==> config.mk <==
export PLATFORM = sky130hd
export DESIGN_NAME = abc_seq_monitor
export DESIGN_NICKNAME = d
export VERILOG_FILES = /design/src/rtl/abc_pkg.sv /design/src/rtl/abc_step_check.sv /design/src/rtl/abc_seq_monitor.sv
export SDC_FILE = /design/constraint.sdc
export NUM_CORES = 1
export LEC_CHECK = 0
export ABC_AREA = 1
export CORE_AREA = 5 5 64 66
export DETAILED_ROUTE_END_ITERATION = 10
export DIE_AREA = 0 0 69 71
export PLACE_DENSITY_LB_ADDON = 0.12
export RECOVER_POWER = 100
export SYNTH_ARGS = -nofsm -noshare
export SYNTH_HDL_FRONTEND = slang
export SYNTH_SLANG_ARGS = --single-unit
==> constraint.sdc <==
create_clock -name clk -period 3.3 [get_ports clk]
set_clock_uncertainty 0.05 [all_clocks]
set_input_delay 0.66 -clock clk [delete_from_list [all_inputs] [get_ports clk]]
set_output_delay 0.66 -clock clk [all_outputs]
set_load 0.05 [all_outputs]
==> src/rtl/abc_pkg.sv <==
// Shared types and constants for the a/b/c sequence monitor.
package abc_pkg;

  // Monitor FSM states; the encoding is visible on the phase output.
  typedef enum logic [2:0] {
    START = 3'd0,
    MON_A = 3'd1,
    MON_B = 3'd2,
    MON_C = 3'd3,
    DONE  = 3'd4,
    ERR   = 3'd5
  } mon_state_t;

  // First-violation cause reported on err_code.
  typedef enum logic [2:0] {
    NONE      = 3'd0,
    BAD_START = 3'd1,
    ILLEGAL   = 3'd2,
    STALL     = 3'd3,
    OVERRUN   = 3'd4,
    POST_DONE = 3'd5
  } mon_err_t;

  // Classification of one counter's current sample against its previous one.
  typedef enum logic [2:0] {
    HOLD_AT_LAST = 3'd0,
    HOLD_EARLY   = 3'd1,
    INC_OK       = 3'd2,
    INC_OVER     = 3'd3,
    BAD          = 3'd4
  } step_t;

  localparam int A_LAST_DEF = 5;
  localparam int B_LAST_DEF = 6;
  localparam int C_LAST_DEF = 7;

  localparam int          CNT_W   = 5;
  localparam logic [4:0]  CNT_MAX = 5'd31;

  // Saturating increment for the evaluated-cycle counter.
  function automatic logic [CNT_W-1:0] sat_inc(input logic [CNT_W-1:0] v);
    logic [CNT_W-1:0] r;
    if (v == CNT_MAX) begin
      r = v;
    end else begin
      r = v + 5'd1;
    end
    return r;
  endfunction

endpackage

==> src/rtl/abc_step_check.sv <==
// Combinational classifier: how a counter moved relative to its previous
// sample and its final value. One instance per counter.
module abc_step_check
  import abc_pkg::*;
#(
  parameter int W = 3
) (
  input  logic [W-1:0] cur,
  input  logic [W-1:0] prev,
  input  logic [W-1:0] last,
  output step_t        step
);

  logic [W-1:0] prev_inc_s;
  logic         same_s;
  logic         inc_s;
  logic         at_last_s;
  logic         below_s;

  // prev+1 wraps modulo 2^W, so a step from all-ones to zero counts as +1.
  assign prev_inc_s = prev + W'(1'b1);
  assign same_s     = (cur == prev);
  assign inc_s      = (cur == prev_inc_s);
  assign at_last_s  = (prev == last);
  assign below_s    = (prev < last);

  // Classify the step; anything not a legal hold or +1 is BAD.
  always_comb begin
    step = BAD;
    if (same_s) begin
      if (at_last_s) begin
        step = HOLD_AT_LAST;
      end else if (below_s) begin
        step = HOLD_EARLY;
      end else begin
        step = BAD;
      end
    end else if (inc_s) begin
      if (at_last_s) begin
        step = INC_OVER;
      end else if (below_s) begin
        step = INC_OK;
      end else begin
        step = BAD;
      end
    end else begin
      step = BAD;
    end
  end

endmodule

==> src/rtl/abc_seq_monitor.sv <==
// Downstream checker for the three-phase a/b/c counter: follows the
// expected phase order, latches the first violation and reports completion.
module abc_seq_monitor
  import abc_pkg::*;
#(
  parameter int W      = 3,
  parameter int A_LAST = A_LAST_DEF,
  parameter int B_LAST = B_LAST_DEF,
  parameter int C_LAST = C_LAST_DEF
) (
  input  logic         clk,
  input  logic         reset,
  input  logic [W-1:0] a,
  input  logic [W-1:0] b,
  input  logic [W-1:0] c,
  output logic [2:0]   phase,
  output logic         done,
  output logic         err,
  output logic [2:0]   err_code,
  output logic [4:0]   cycle_cnt,
  output logic [4:0]   err_cycle
);

  mon_state_t       state_r;
  mon_state_t       state_s;
  mon_state_t       adv_state_s;
  mon_err_t         viol_s;
  mon_err_t         err_code_r;
  step_t            step_a_s;
  step_t            step_b_s;
  step_t            step_c_s;
  step_t            act_step_s;
  logic             inactive_chg_s;
  logic [W-1:0]     prev_a_r;
  logic [W-1:0]     prev_b_r;
  logic [W-1:0]     prev_c_r;
  logic [CNT_W-1:0] cnt_r;
  logic [CNT_W-1:0] cnt_s;
  logic [CNT_W-1:0] err_cycle_r;
  logic             done_r;
  logic             err_r;

  abc_step_check #(.W(W)) u_step_a (
    .cur  (a),
    .prev (prev_a_r),
    .last (W'(A_LAST)),
    .step (step_a_s)
  );

  abc_step_check #(.W(W)) u_step_b (
    .cur  (b),
    .prev (prev_b_r),
    .last (W'(B_LAST)),
    .step (step_b_s)
  );

  abc_step_check #(.W(W)) u_step_c (
    .cur  (c),
    .prev (prev_c_r),
    .last (W'(C_LAST)),
    .step (step_c_s)
  );

  // Pick the active counter's step result, the inactive-change flag and the phase that follows.
  always_comb begin
    act_step_s     = BAD;
    inactive_chg_s = 1'b0;
    adv_state_s    = DONE;
    case (state_r)
      MON_A: begin
        act_step_s     = step_a_s;
        inactive_chg_s = (b != prev_b_r) || (c != prev_c_r);
        adv_state_s    = MON_B;
      end
      MON_B: begin
        act_step_s     = step_b_s;
        inactive_chg_s = (a != prev_a_r) || (c != prev_c_r);
        adv_state_s    = MON_C;
      end
      MON_C: begin
        act_step_s     = step_c_s;
        inactive_chg_s = (a != prev_a_r) || (b != prev_b_r);
        adv_state_s    = DONE;
      end
      default: begin
        act_step_s     = BAD;
        inactive_chg_s = 1'b0;
        adv_state_s    = DONE;
      end
    endcase
  end

  // Next-state and violation decode; inactive-counter changes outrank active-counter errors.
  always_comb begin
    state_s = state_r;
    viol_s  = NONE;
    case (state_r)
      START: begin
        if ((a == '0) && (b == '0) && (c == '0)) begin
          state_s = MON_A;
        end else begin
          state_s = ERR;
          viol_s  = BAD_START;
        end
      end
      MON_A, MON_B, MON_C: begin
        if (inactive_chg_s) begin
          state_s = ERR;
          viol_s  = ILLEGAL;
        end else begin
          case (act_step_s)
            HOLD_AT_LAST: state_s = adv_state_s;
            INC_OK:       state_s = state_r;
            HOLD_EARLY: begin
              state_s = ERR;
              viol_s  = STALL;
            end
            INC_OVER: begin
              state_s = ERR;
              viol_s  = OVERRUN;
            end
            default: begin
              state_s = ERR;
              viol_s  = ILLEGAL;
            end
          endcase
        end
      end
      DONE: begin
        if ((a != prev_a_r) || (b != prev_b_r) || (c != prev_c_r)) begin
          state_s = ERR;
          viol_s  = POST_DONE;
        end else begin
          state_s = DONE;
        end
      end
      ERR: begin
        state_s = ERR;
      end
      default: begin
        state_s = ERR;
        viol_s  = ILLEGAL;
      end
    endcase
  end

  // Evaluated-cycle count advances only while the sequence is still being checked.
  always_comb begin
    cnt_s = cnt_r;
    case (state_r)
      START, MON_A, MON_B, MON_C: cnt_s = sat_inc(cnt_r);
      default:                    cnt_s = cnt_r;
    endcase
  end

  // State, previous samples, counters and latched error info; reset wins over every check.
  always_ff @(posedge clk) begin
    if (reset) begin
      state_r     <= START;
      prev_a_r    <= '0;
      prev_b_r    <= '0;
      prev_c_r    <= '0;
      cnt_r       <= 5'd0;
      err_code_r  <= NONE;
      err_cycle_r <= 5'd0;
      done_r      <= 1'b0;
      err_r       <= 1'b0;
    end else begin
      state_r  <= state_s;
      prev_a_r <= a;
      prev_b_r <= b;
      prev_c_r <= c;
      cnt_r    <= cnt_s;
      done_r   <= (state_s == DONE);
      err_r    <= (state_s == ERR);
      // viol_s is only ever raised outside ERR, so this captures the first violation only.
      if (viol_s != NONE) begin
        err_code_r  <= viol_s;
        err_cycle_r <= cnt_s;
      end else begin
        err_code_r  <= err_code_r;
        err_cycle_r <= err_cycle_r;
      end
    end
  end

  assign phase     = state_r;
  assign done      = done_r;
  assign err       = err_r;
  assign err_code  = err_code_r;
  assign cycle_cnt = cnt_r;
  assign err_cycle = err_cycle_r;

endmodule

After elaboration in Yosys (flattened, before gate mapping)
Cells that the tools add are included.
{"block": "totals", "reg_bits": 27, "latch_bits": 0, "ram_bits": 0, "romBits": 0, "inputBits": 11, "output_inout_bits": 18, "elab_cells": 87, "n_memories": 0}
{"block": "classes", "add_sub_neg": 4, "mul": 0, "n_div": 0, "n_lt_le_gt_ge": 3, "n_eq_ne": 23, "n_shift": 0, "muxes": 33, "bitwise": 0, "n_reduce_logical": 15}
{"operator": "$mux W3", "n": 22}
{"operator": "$pmux W3 S3", "n": 3}
{"operator": "$eq A3 B3 Y1 const B", "n": 7}
{"operator": "$eq A3 B3 Y1", "n": 6}
{"operator": "$logic_not A3 Y1", "n": 5}
{"operator": "$eq A3 B2 Y1 const B", "n": 4}
{"operator": "$pmux W3 S2", "n": 2}
{"operator": "$pmux W3 S4", "n": 1}
{"operator": "$mux W5", "n": 2}
{"operator": "$add A3 B1 Y3 const B", "n": 3}
{"operator": "$lt A3 B3 Y1 const B", "n": 3}
{"operator": "$ne A3 B3 Y1", "n": 3}
{"operator": "$eq A3 B1 Y1 const B", "n": 2}
{"operator": "$add A5 B1 Y5 const B", "n": 1}
{"operator": "$eq A5 B5 Y1 const B", "n": 1}
{"operator": "$logic_or A1 B1 Y1", "n": 4}
{"operator": "$reduce_or A4 Y1", "n": 1}
{"operator": "$pmux W1 S3", "n": 1}
{"operator": "$reduce_bool A3 Y1", "n": 1}
{"operator": "$reduce_or A3 Y1", "n": 1}
{"operator": "$logic_and A1 B1 Y1", "n": 2}
{"operator": "$mux W1", "n": 2}
{"operator": "$reduce_or A2 Y1", "n": 1}

Depth between registers and ports, before layout
Gate-level depths: netlist of run 1.
{"block": "logic_depth", "ltp_word": 12, "mapped_depth": 18, "depth_no_buf": 18}

Modules after synthesis
Synthesis of run 1 repeated with hierarchy kept, for this count alone.
{"block": "hier_totals", "hier_cells": 383, "area_unflattened_um2": 2356.0}
{"module": "abc_seq_monitor", "instances": 1, "cells_each": 224, "area_per_inst_um2": 1530.2, "seq_area_each_um2": 540.5}
{"module": "abc_step_check", "instances": 3, "cells_each": 53, "area_per_inst_um2": 275.3, "seq_area_each_um2": 0.0}

Least setup slack after synthesis of run 1
Ideal clock, no wire load.
{"block": "synth_timing", "path_type": "flip-flop to flip-flop", "from": "reg state_r[0], in the netlist phase[0]", "to": "reg err_cycle_r[0], in the netlist err_cycle[0]", "arrival_ns": 1.935, "setup_slack_ns": 1.202, "path_stages_with_launch": 16, "path_buffers": 0, "synth_period_minus_slack_ns": 2.098, "cell_sequence": "dfxtp_1 -> inv_1 -> nor2_2 -> inv_1 -> nor2_2 -> inv_1 -> nor2_1 -> nor2_4 -> inv_1 -> nand2_1 -> nor2_2 -> inv_1 -> nand2_1 -> nor2_2 -> nor2_1 -> nor2_1"}
{"block": "synth_via", "elab_chain_len": 8}
{"element": "start: declaration", "line": "abc_seq_monitor.sv:24", "rtl": "mon_state_t state_r;"}
{"element": "start signal: assignment", "line": "abc_seq_monitor.sv:169", "rtl": "state_r <= state_s;"}
{"element": "$eq A3 B2 Y1 or $eq A3 B1 Y1 (tied branches)", "line": "abc_seq_monitor.sv:69, abc_seq_monitor.sv:97, abc_seq_monitor.sv:150"}
{"element": "$pmux W3 S3", "line": "abc_seq_monitor.sv:69", "rtl": "case (state_r)"}
{"element": "$eq A3 B2 Y1 or $logic_not A3 Y1 (tied branches)", "line": "abc_seq_monitor.sv:111", "rtl": "case (act_step_s)"}
{"element": "$reduce_or A2 Y1 (no source line)"}
{"element": "$pmux W3 S3", "line": "abc_seq_monitor.sv:111"}
{"element": "$mux W3", "line": "abc_seq_monitor.sv:107", "rtl": "if (inactive_chg_s) begin"}
{"element": "$pmux W3 S4", "line": "abc_seq_monitor.sv:97", "rtl": "case (state_r)"}
{"element": "$reduce_bool A3 Y1", "line": "abc_seq_monitor.sv:177", "rtl": "if (viol_s != NONE) begin"}
{"element": "end signal: assignment", "line": "abc_seq_monitor.sv:179", "rtl": "err_cycle_r <= cnt_s;"}
{"element": "end signal: assignment", "line": "abc_seq_monitor.sv:182", "rtl": "err_cycle_r <= err_cycle_r;"}
{"element": "end: declaration", "line": "abc_seq_monitor.sv:39", "rtl": "logic [CNT_W-1:0] err_cycle_r;"}
Parallel ways exist; a longest one is shown, timed or not.
A chain may end at the register's enable or synchronous reset.

Worst setup path after layout of run 1
{"block": "layout_timing", "from": "in c[2]", "to": "reg err_cycle_r[4], in the netlist err_cycle[4]"}
{"block": "layout_via", "elab_chain_len": 10}
{"element": "start: declaration", "line": "abc_seq_monitor.sv:15", "rtl": "input logic [W-1:0] c,"}
{"element": "$eq A3 B3 Y1", "line": "abc_step_check.sv:23", "rtl": "assign inc_s = (cur == prev_inc_s);"}
{"element": "$mux W3", "line": "abc_step_check.sv:38", "rtl": "end else if (inc_s) begin"}
{"element": "$mux W3", "line": "abc_step_check.sv:30", "rtl": "if (same_s) begin"}
{"element": "$pmux W3 S3", "line": "abc_seq_monitor.sv:69"}
{"element": "$eq A3 B2 Y1 or $logic_not A3 Y1 (tied branches)", "line": "abc_seq_monitor.sv:111"}
{"element": "$reduce_or A2 Y1 (no source line)"}
{"element": "$pmux W3 S3", "line": "abc_seq_monitor.sv:111"}
{"element": "$mux W3", "line": "abc_seq_monitor.sv:107"}
{"element": "$pmux W3 S4 *", "line": "abc_seq_monitor.sv:97"}
{"element": "$reduce_bool A3 Y1 *", "line": "abc_seq_monitor.sv:177"}
Every way passes the cells marked *; elsewhere a longest branch is shown, timed or not.

==> results of run 1 <==
registers in the layout (all words and copies together) (netlist names):
name,cells
cycle_cnt,5
done,1
err,1
err_code,3
err_cycle,5
phase,3
prev_a_r,3
prev_b_r,3
prev_c_r,3
cell usage after synthesis, drive strengths merged:
library cell  count  area share
dfxtp            27        0.29
nor4              1      0.0034
o31ai             1      0.0041
ha                7       0.048
clkbuf            2      0.0041
nor2             49        0.11
nand4             9       0.031
xnor2             5       0.024
a31o              1      0.0048
inv              55        0.11
nor3              5       0.016
xor2              2      0.0095
nand2            99        0.21
o21ai             3      0.0081
nand3b            2      0.0081
a21oi             9       0.031
buf               1      0.0041
nand3            27       0.076
nand2b            1      0.0034
through the flow:
step	util	area, um^2	power [W]	worst slack (ns)
CTS	0.6261	2206	0.0008082	0.7968
global placement	0.6175	2176	0.0006569	0.5041
finish	0.6222	2192	0.0007922	0.6418
detailed placement	0.6175	2176	0.0006587	0.5290
global route	0.6222	2192	0.0008444	0.3236
floorplan	-	1843	0.0005771	1.202
final timing paths:
check,startpoint,to,slack (ns),cells after the start
worst max-delay path,c[2],err_cycle[4],0.64,16
worst min-delay path,err_code[1],err_code[1],0.43,2
worst max register to register,prev_c_r[0],err_cycle[4],0.92,17
worst min register to register,err_code[1],err_code[1],0.43,2
worst max-delay path, stage by stage:
cell           delay (ns)
dlygate4sd3_1        0.62
inv_1                0.12
nand2_1              0.05
nand2_1              0.07
nand3_1              0.09
inv_1                0.12
nand2_1              0.06
nand3_1              0.08
nand3_1              0.20
nand3_1              0.15
nand2_1              0.08
inv_1                0.08
nand2_1              0.06
nor2_1               0.24
nor2_1               0.10
nor2_1               0.11
kinds of logic after synthesis:
logic type | after synthesis | synth area share
and+or+nand+nor | 193 | 0.4582
AOI/OAI and AO/OA | 14 | 0.04753
buffers and inverters | 58 | 0.1202
adders and majority gates | 7 | 0.04752
xor gates and xnor gates | 7 | 0.03327
DFF | 27 | 0.2933
cell usage in the layout (no fill, tap or decap):
cell type and instances:
clkbuf_1 1, nor2_2 6, a31o_2 1, nand3b_1 2
dlygate4sd3_1 20, nor3_2 1, nor2_1 42, xor2_1 2
a21oi_4 1, inv_1 54, o31ai_1 1, nand3_1 27
dfxtp_1 27, clkdlybuf4s50_1 8, a21oi_1 8, nand4_1 9
nor4_1 1, nor3_1 4, clkinvlp_4 1, nand2_2 3
ha_1 7, o21ai_0 3, clkbuf_4 3, nor2_4 1
inv_2 1, nand2b_1 1, xnor2_1 5, nand2_1 96
where the power goes:
part | internal [W] | switching [W]
combinational | 0.0000891 | 0.000181
clock | 0.0000463 | 0.000104
sequential | 0.000351 | 0.0000212
routing by layer:
layer / up-vias / GRT usage
li1: 1002 / -
met1: 792 / 0.2421
met2: 37 / 0.2627
met3: 4 / 0.02131
met4: 0 / 0.03905
met5: - / 0
area by class of cell:
class                      count  area, um^2
fill                         361        1331
multi-input combinational    221        1071
sequential                    27       540.5
timing repair buffer          29       284.0
inverter                      55       206.4
tap                           48       60.06
clock buffer                   3       22.52
clock inverter                 1       7.507
==> results.sh, run 1 <==
export IMPL_numCtsBuffers=3
export IMPL_grt_pass1_wl_mm=7.065
export IMPL_clock_sinks=27
export IMPL_arrival_ns=2.88
export IMPL_die_area_mm2=0.004899
export IMPL_ys_ff_latch=27
export IMPL_met1_length_mm=2.045
export IMPL_hold_viol_final=0
export IMPL_synth_nets=324
export IMPL_die_h_um=71
export IMPL_grt_pass1_vias=1645
export IMPL_grt_overflow_total=0
export IMPL_wl_met3_um=181
export IMPL_cts_setup_buffers=0
export IMPL_gp_congestion=0.8717
export IMPL_worst_pin_slew_ns=0.9595
export IMPL_antenna_found_initial=0
export IMPL_stdcell_count=384
export IMPL_powerDensity_mw_per_mm2=361.4
export IMPL_synth_cells=306
export IMPL_boundaryPins=29
export IMPL_finalSetupViolations=0
export IMPL_cts_resized=0
export IMPL_slew_headroom=0.3604
export IMPL_root_buffer="clkbuf_4"
export IMPL_routedWlPerCell_um=10.50
export IMPL_hold_class="register to register"
export IMPL_postRouteAntennaNets=0
export IMPL_coreArea_mm2=0.003523
export IMPL_dp_cells=380
export IMPL_vdd_drop_max_v=0.0002353
export IMPL_num_rows=22
export IMPL_layout_min_cycle_time_ns=2.658
export IMPL_seq_area_frac_synth=0.2933
export IMPL_via_per_inst=4.779
export IMPL_die_w_um=69
export IMPL_cts_tree="yes"
export IMPL_leakage_nw=1.164
export IMPL_crit_type="input pin to register"
export IMPL_outcome="finished, final reports clean"
export IMPL_drv_cap=0
export IMPL_routed_wl_met2_mm=1.778
export IMPL_maxSlewViolCount=0
export IMPL_drive_gt1_frac=0.05357
export IMPL_drc=0
export IMPL_wirelength_mm=4.031
export IMPL_tns_ns=0
export IMPL_start_util=0.5231
export IMPL_area_growth_pct=18.94
export IMPL_nets=355
export IMPL_crit_path_end_kind="register"
export IMPL_cts_max_level=1
export IMPL_drt_iter0_drc=95
export IMPL_dp_hpwl_mm=3.233
export IMPL_cp_max_fo=6
export IMPL_whs_ns=0.4297
export IMPL_n_antenna_cell=0
export IMPL_path_clk_slew_ns=0.15
export IMPL_firstDrtPassIters=4
export IMPL_fmax_mhz=376.2
export IMPL_worstSetupStartpointType="input pin"
export IMPL_clk_latency_ns=0.33
export IMPL_synth_warnings=0
export IMPL_required_ns=3.53
export IMPL_ys_types=26
export IMPL_synth_avg_cell_area_um2=6.023
export IMPL_fin_crit_sh=0.8055
export IMPL_syn_area_mm2=0.001843
export IMPL_hold_buffers=0
export IMPL_rsz0062_at_grt="false"
export IMPL_dr_total_vias=1835
export IMPL_top_layer="met4"
export IMPL_port_buffers=28
export IMPL_clk_path_buf_depth=2
export IMPL_grt_use_total=0.1669
export IMPL_grt_max_degree=21
(Power assumes the default switching activity.)
==> run 2, diff against run 1 <==
--- a/config.mk
+++ b/config.mk
@@ -6,9 +6,9 @@
 export NUM_CORES = 1
 export LEC_CHECK = 0
 export ABC_AREA = 1
-export CORE_AREA = 5 5 64 66
+export CORE_AREA = 5 5 65 67
 export DETAILED_ROUTE_END_ITERATION = 10
-export DIE_AREA = 0 0 69 71
+export DIE_AREA = 0 0 70 72
 export PLACE_DENSITY_LB_ADDON = 0.12
 export RECOVER_POWER = 100
 export SYNTH_ARGS = -nofsm -noshare
==> constraint.sdc (replaced) <==
create_clock -name clk -period 2.51 [get_ports clk]
set_clock_uncertainty 0.05 [all_clocks]
set_input_delay 0.502 -clock clk [delete_from_list [all_inputs] [get_ports clk]]
set_output_delay 0.502 -clock clk [all_outputs]
set_load 0.05 [all_outputs]
==> run 2 against run 1 <==
  * Total power rose by 35%
  * First-iteration DRC count stayed put
  * Non-clock buffer count grew 14
  * Via count rose by 4.7%
  * Register-to-register slack worse by 0.74 ns
  * Largest power group unchanged
  * Highest routed layer unchanged
==> results.sh, run 2 (synthesized netlist as in run 1, its figures left out) <==
export IMPL_vdd_drop_max_v=0.0003079
export IMPL_port_buffers=28
export IMPL_crit_path_end_kind="primary output"
export IMPL_cp_max_fo=9
export IMPL_required_ns=1.96
export IMPL_stdcell_count=398
export IMPL_gp_congestion=0.8419
export IMPL_die_area_mm2=0.005040
export IMPL_root_buffer="clkbuf_4"
export IMPL_clk_latency_ns=0.34
export IMPL_worst_path_dominant_cell_family="buffers and inverters"
export IMPL_drc=0
export IMPL_cts_max_level=1
export IMPL_routedWlPerCell_um=10.66
export IMPL_leakage_nw=1.239
export IMPL_worst_slack_ns=0.1761
export IMPL_crit_buf_inv=1
export IMPL_crit_chain="clkdlybuf4s50_1"
export IMPL_outcome="finished, final reports clean"
export IMPL_n_antenna_cell=0
export IMPL_dp_hpwl_mm=3.350
export IMPL_grt_overflow_total=0
export IMPL_final_common_cell="nand2_1"
export IMPL_hold_buffers=0
export IMPL_fillers=374
export IMPL_dp_cells=394
export IMPL_numCtsBuffers=3
export IMPL_rsz0062_at_grt="true"
export IMPL_num_rows=22
export IMPL_dp_slack_ns=-0.1112
export IMPL_p_total_w=0.001071
export IMPL_path_clk_slew_ns=0.15
export IMPL_coreArea_mm2=0.003578
export IMPL_via_per_inst=4.827
export IMPL_grt_max_degree=20
export IMPL_grt_pass1_wl_mm=7.251
export IMPL_drive_gt1_frac=0.1114
export IMPL_finalSetupViolations=0
export IMPL_arrival_ns=1.78
export IMPL_postRouteAntennaNets=0
export IMPL_fmax_mhz=428.5
export IMPL_clock_sinks=27
export IMPL_nets=369
export IMPL_hold_class="register to register"
export IMPL_critPathSlowestCell="clkdlybuf4s50_1"
export IMPL_cts_setup_buffers=0
export IMPL_hold_viol_final=0
export IMPL_worstSetupStartpointType="register"
export IMPL_fin_crit_sh=0.9299
export IMPL_firstDrtPassIters=4
export IMPL_dr_total_vias=1921
export IMPL_maxSlewViolCount=0
export IMPL_cts_tree="yes"
export IMPL_wirelength_mm=4.244
export IMPL_die_h_um=72
export IMPL_drv_cap=0
export IMPL_final_cell_mix="nand2_1, inv_1, nor2_1"
export IMPL_fin_util=0.6472
export IMPL_area_growth_pct=25.66
export IMPL_grt_use_total=0.1716
export IMPL_crit_type="register to primary output"
export IMPL_whs_ns=0.4233
export IMPL_antenna_found_initial=0
export IMPL_grt_pass1_vias=1686
export IMPL_powerDensity_mw_per_mm2=462.2
export IMPL_rrSetupSlack_ns=0.18
export IMPL_critPathMaxStageDelay_ns=0.88
export IMPL_start_util=0.5150
export IMPL_clk_path_buf_depth=2
export IMPL_layout_min_cycle_time_ns=2.334
export IMPL_boundaryPins=29
export IMPL_die_w_um=70
export IMPL_slew_headroom=0.3673
export IMPL_drt_iter0_drc=95
export IMPL_worst_pin_slew_ns=0.9491
==> run 2: path summary, 6_finish.rpt <==
kind / start / end / cells past startpoint
max: phase[2] / phase[2] / 1
min: err_code[1] / err_code[1] / 2
max reg2reg: prev_c_r[0] / err_cycle[4] / 17
min reg2reg: err_code[1] / err_code[1] / 2
==> run 2: repair_timing <==
action	4_1_cts	5_1_grt
setup endpoints to repair	0	6
gates resized for setup	0	4
endpoints found under the hold margin	0	0
==> run 2: routing by layer <==
metal	track usage	routed length (um)	up-vias
met2	0.2949	1919	45
li1	-	-	1031
met1	0.2291	2060	841
met3	0.02493	222	4
met4	0.03830	42	0
met5	0	0	-
==> run 2: layout make-up <==
cell class / count / area (um^2) / share of cell area
Clock buffer: 3 / 22.52 / 0.009724
Clock inverter: 1 / 7.507 / 0.003241
Inverter: 55 / 206.4 / 0.08914
Multi-Input combinational cell: 221 / 1086 / 0.4689
Sequential cell: 27 / 544.3 / 0.2350
Tap cell: 48 / 60.06 / 0.02593
Timing Repair Buffer: 43 / 389.1 / 0.1680
==> run 2: worst reg2reg max path: cells and delay by family (launching register included) <==
| kind | cells | cell delay, ns |
|---|---|---|
| adder cells (fa/ha/maj) | 2 | 0.49 |
| buffers and inverters | 3 | 0.20 |
| AND/OR/NAND/NOR | 12 | 1.13 |
| flip-flops | 1 | 0.38 |
==> run 2: stage by stage <==
step / cell area (um^2) / setup TNS, ns
floorplan: 1843 / 0
global placement: 2281 / -0.4974
detailed placement: 2281 / -0.8332
CTS: 2311 / 0
global route: 2316 / -0.04692
finish: 2316 / 0
==> run 2: report_power, final <==
| group | internal (W) | switching, W |
|---|---|---|
| clock network | 0.0000610 | 0.000138 |
| registers | 0.000462 | 0.0000276 |
| logic | 0.000135 | 0.000247 |
| total | 0.000658 | 0.000412 |
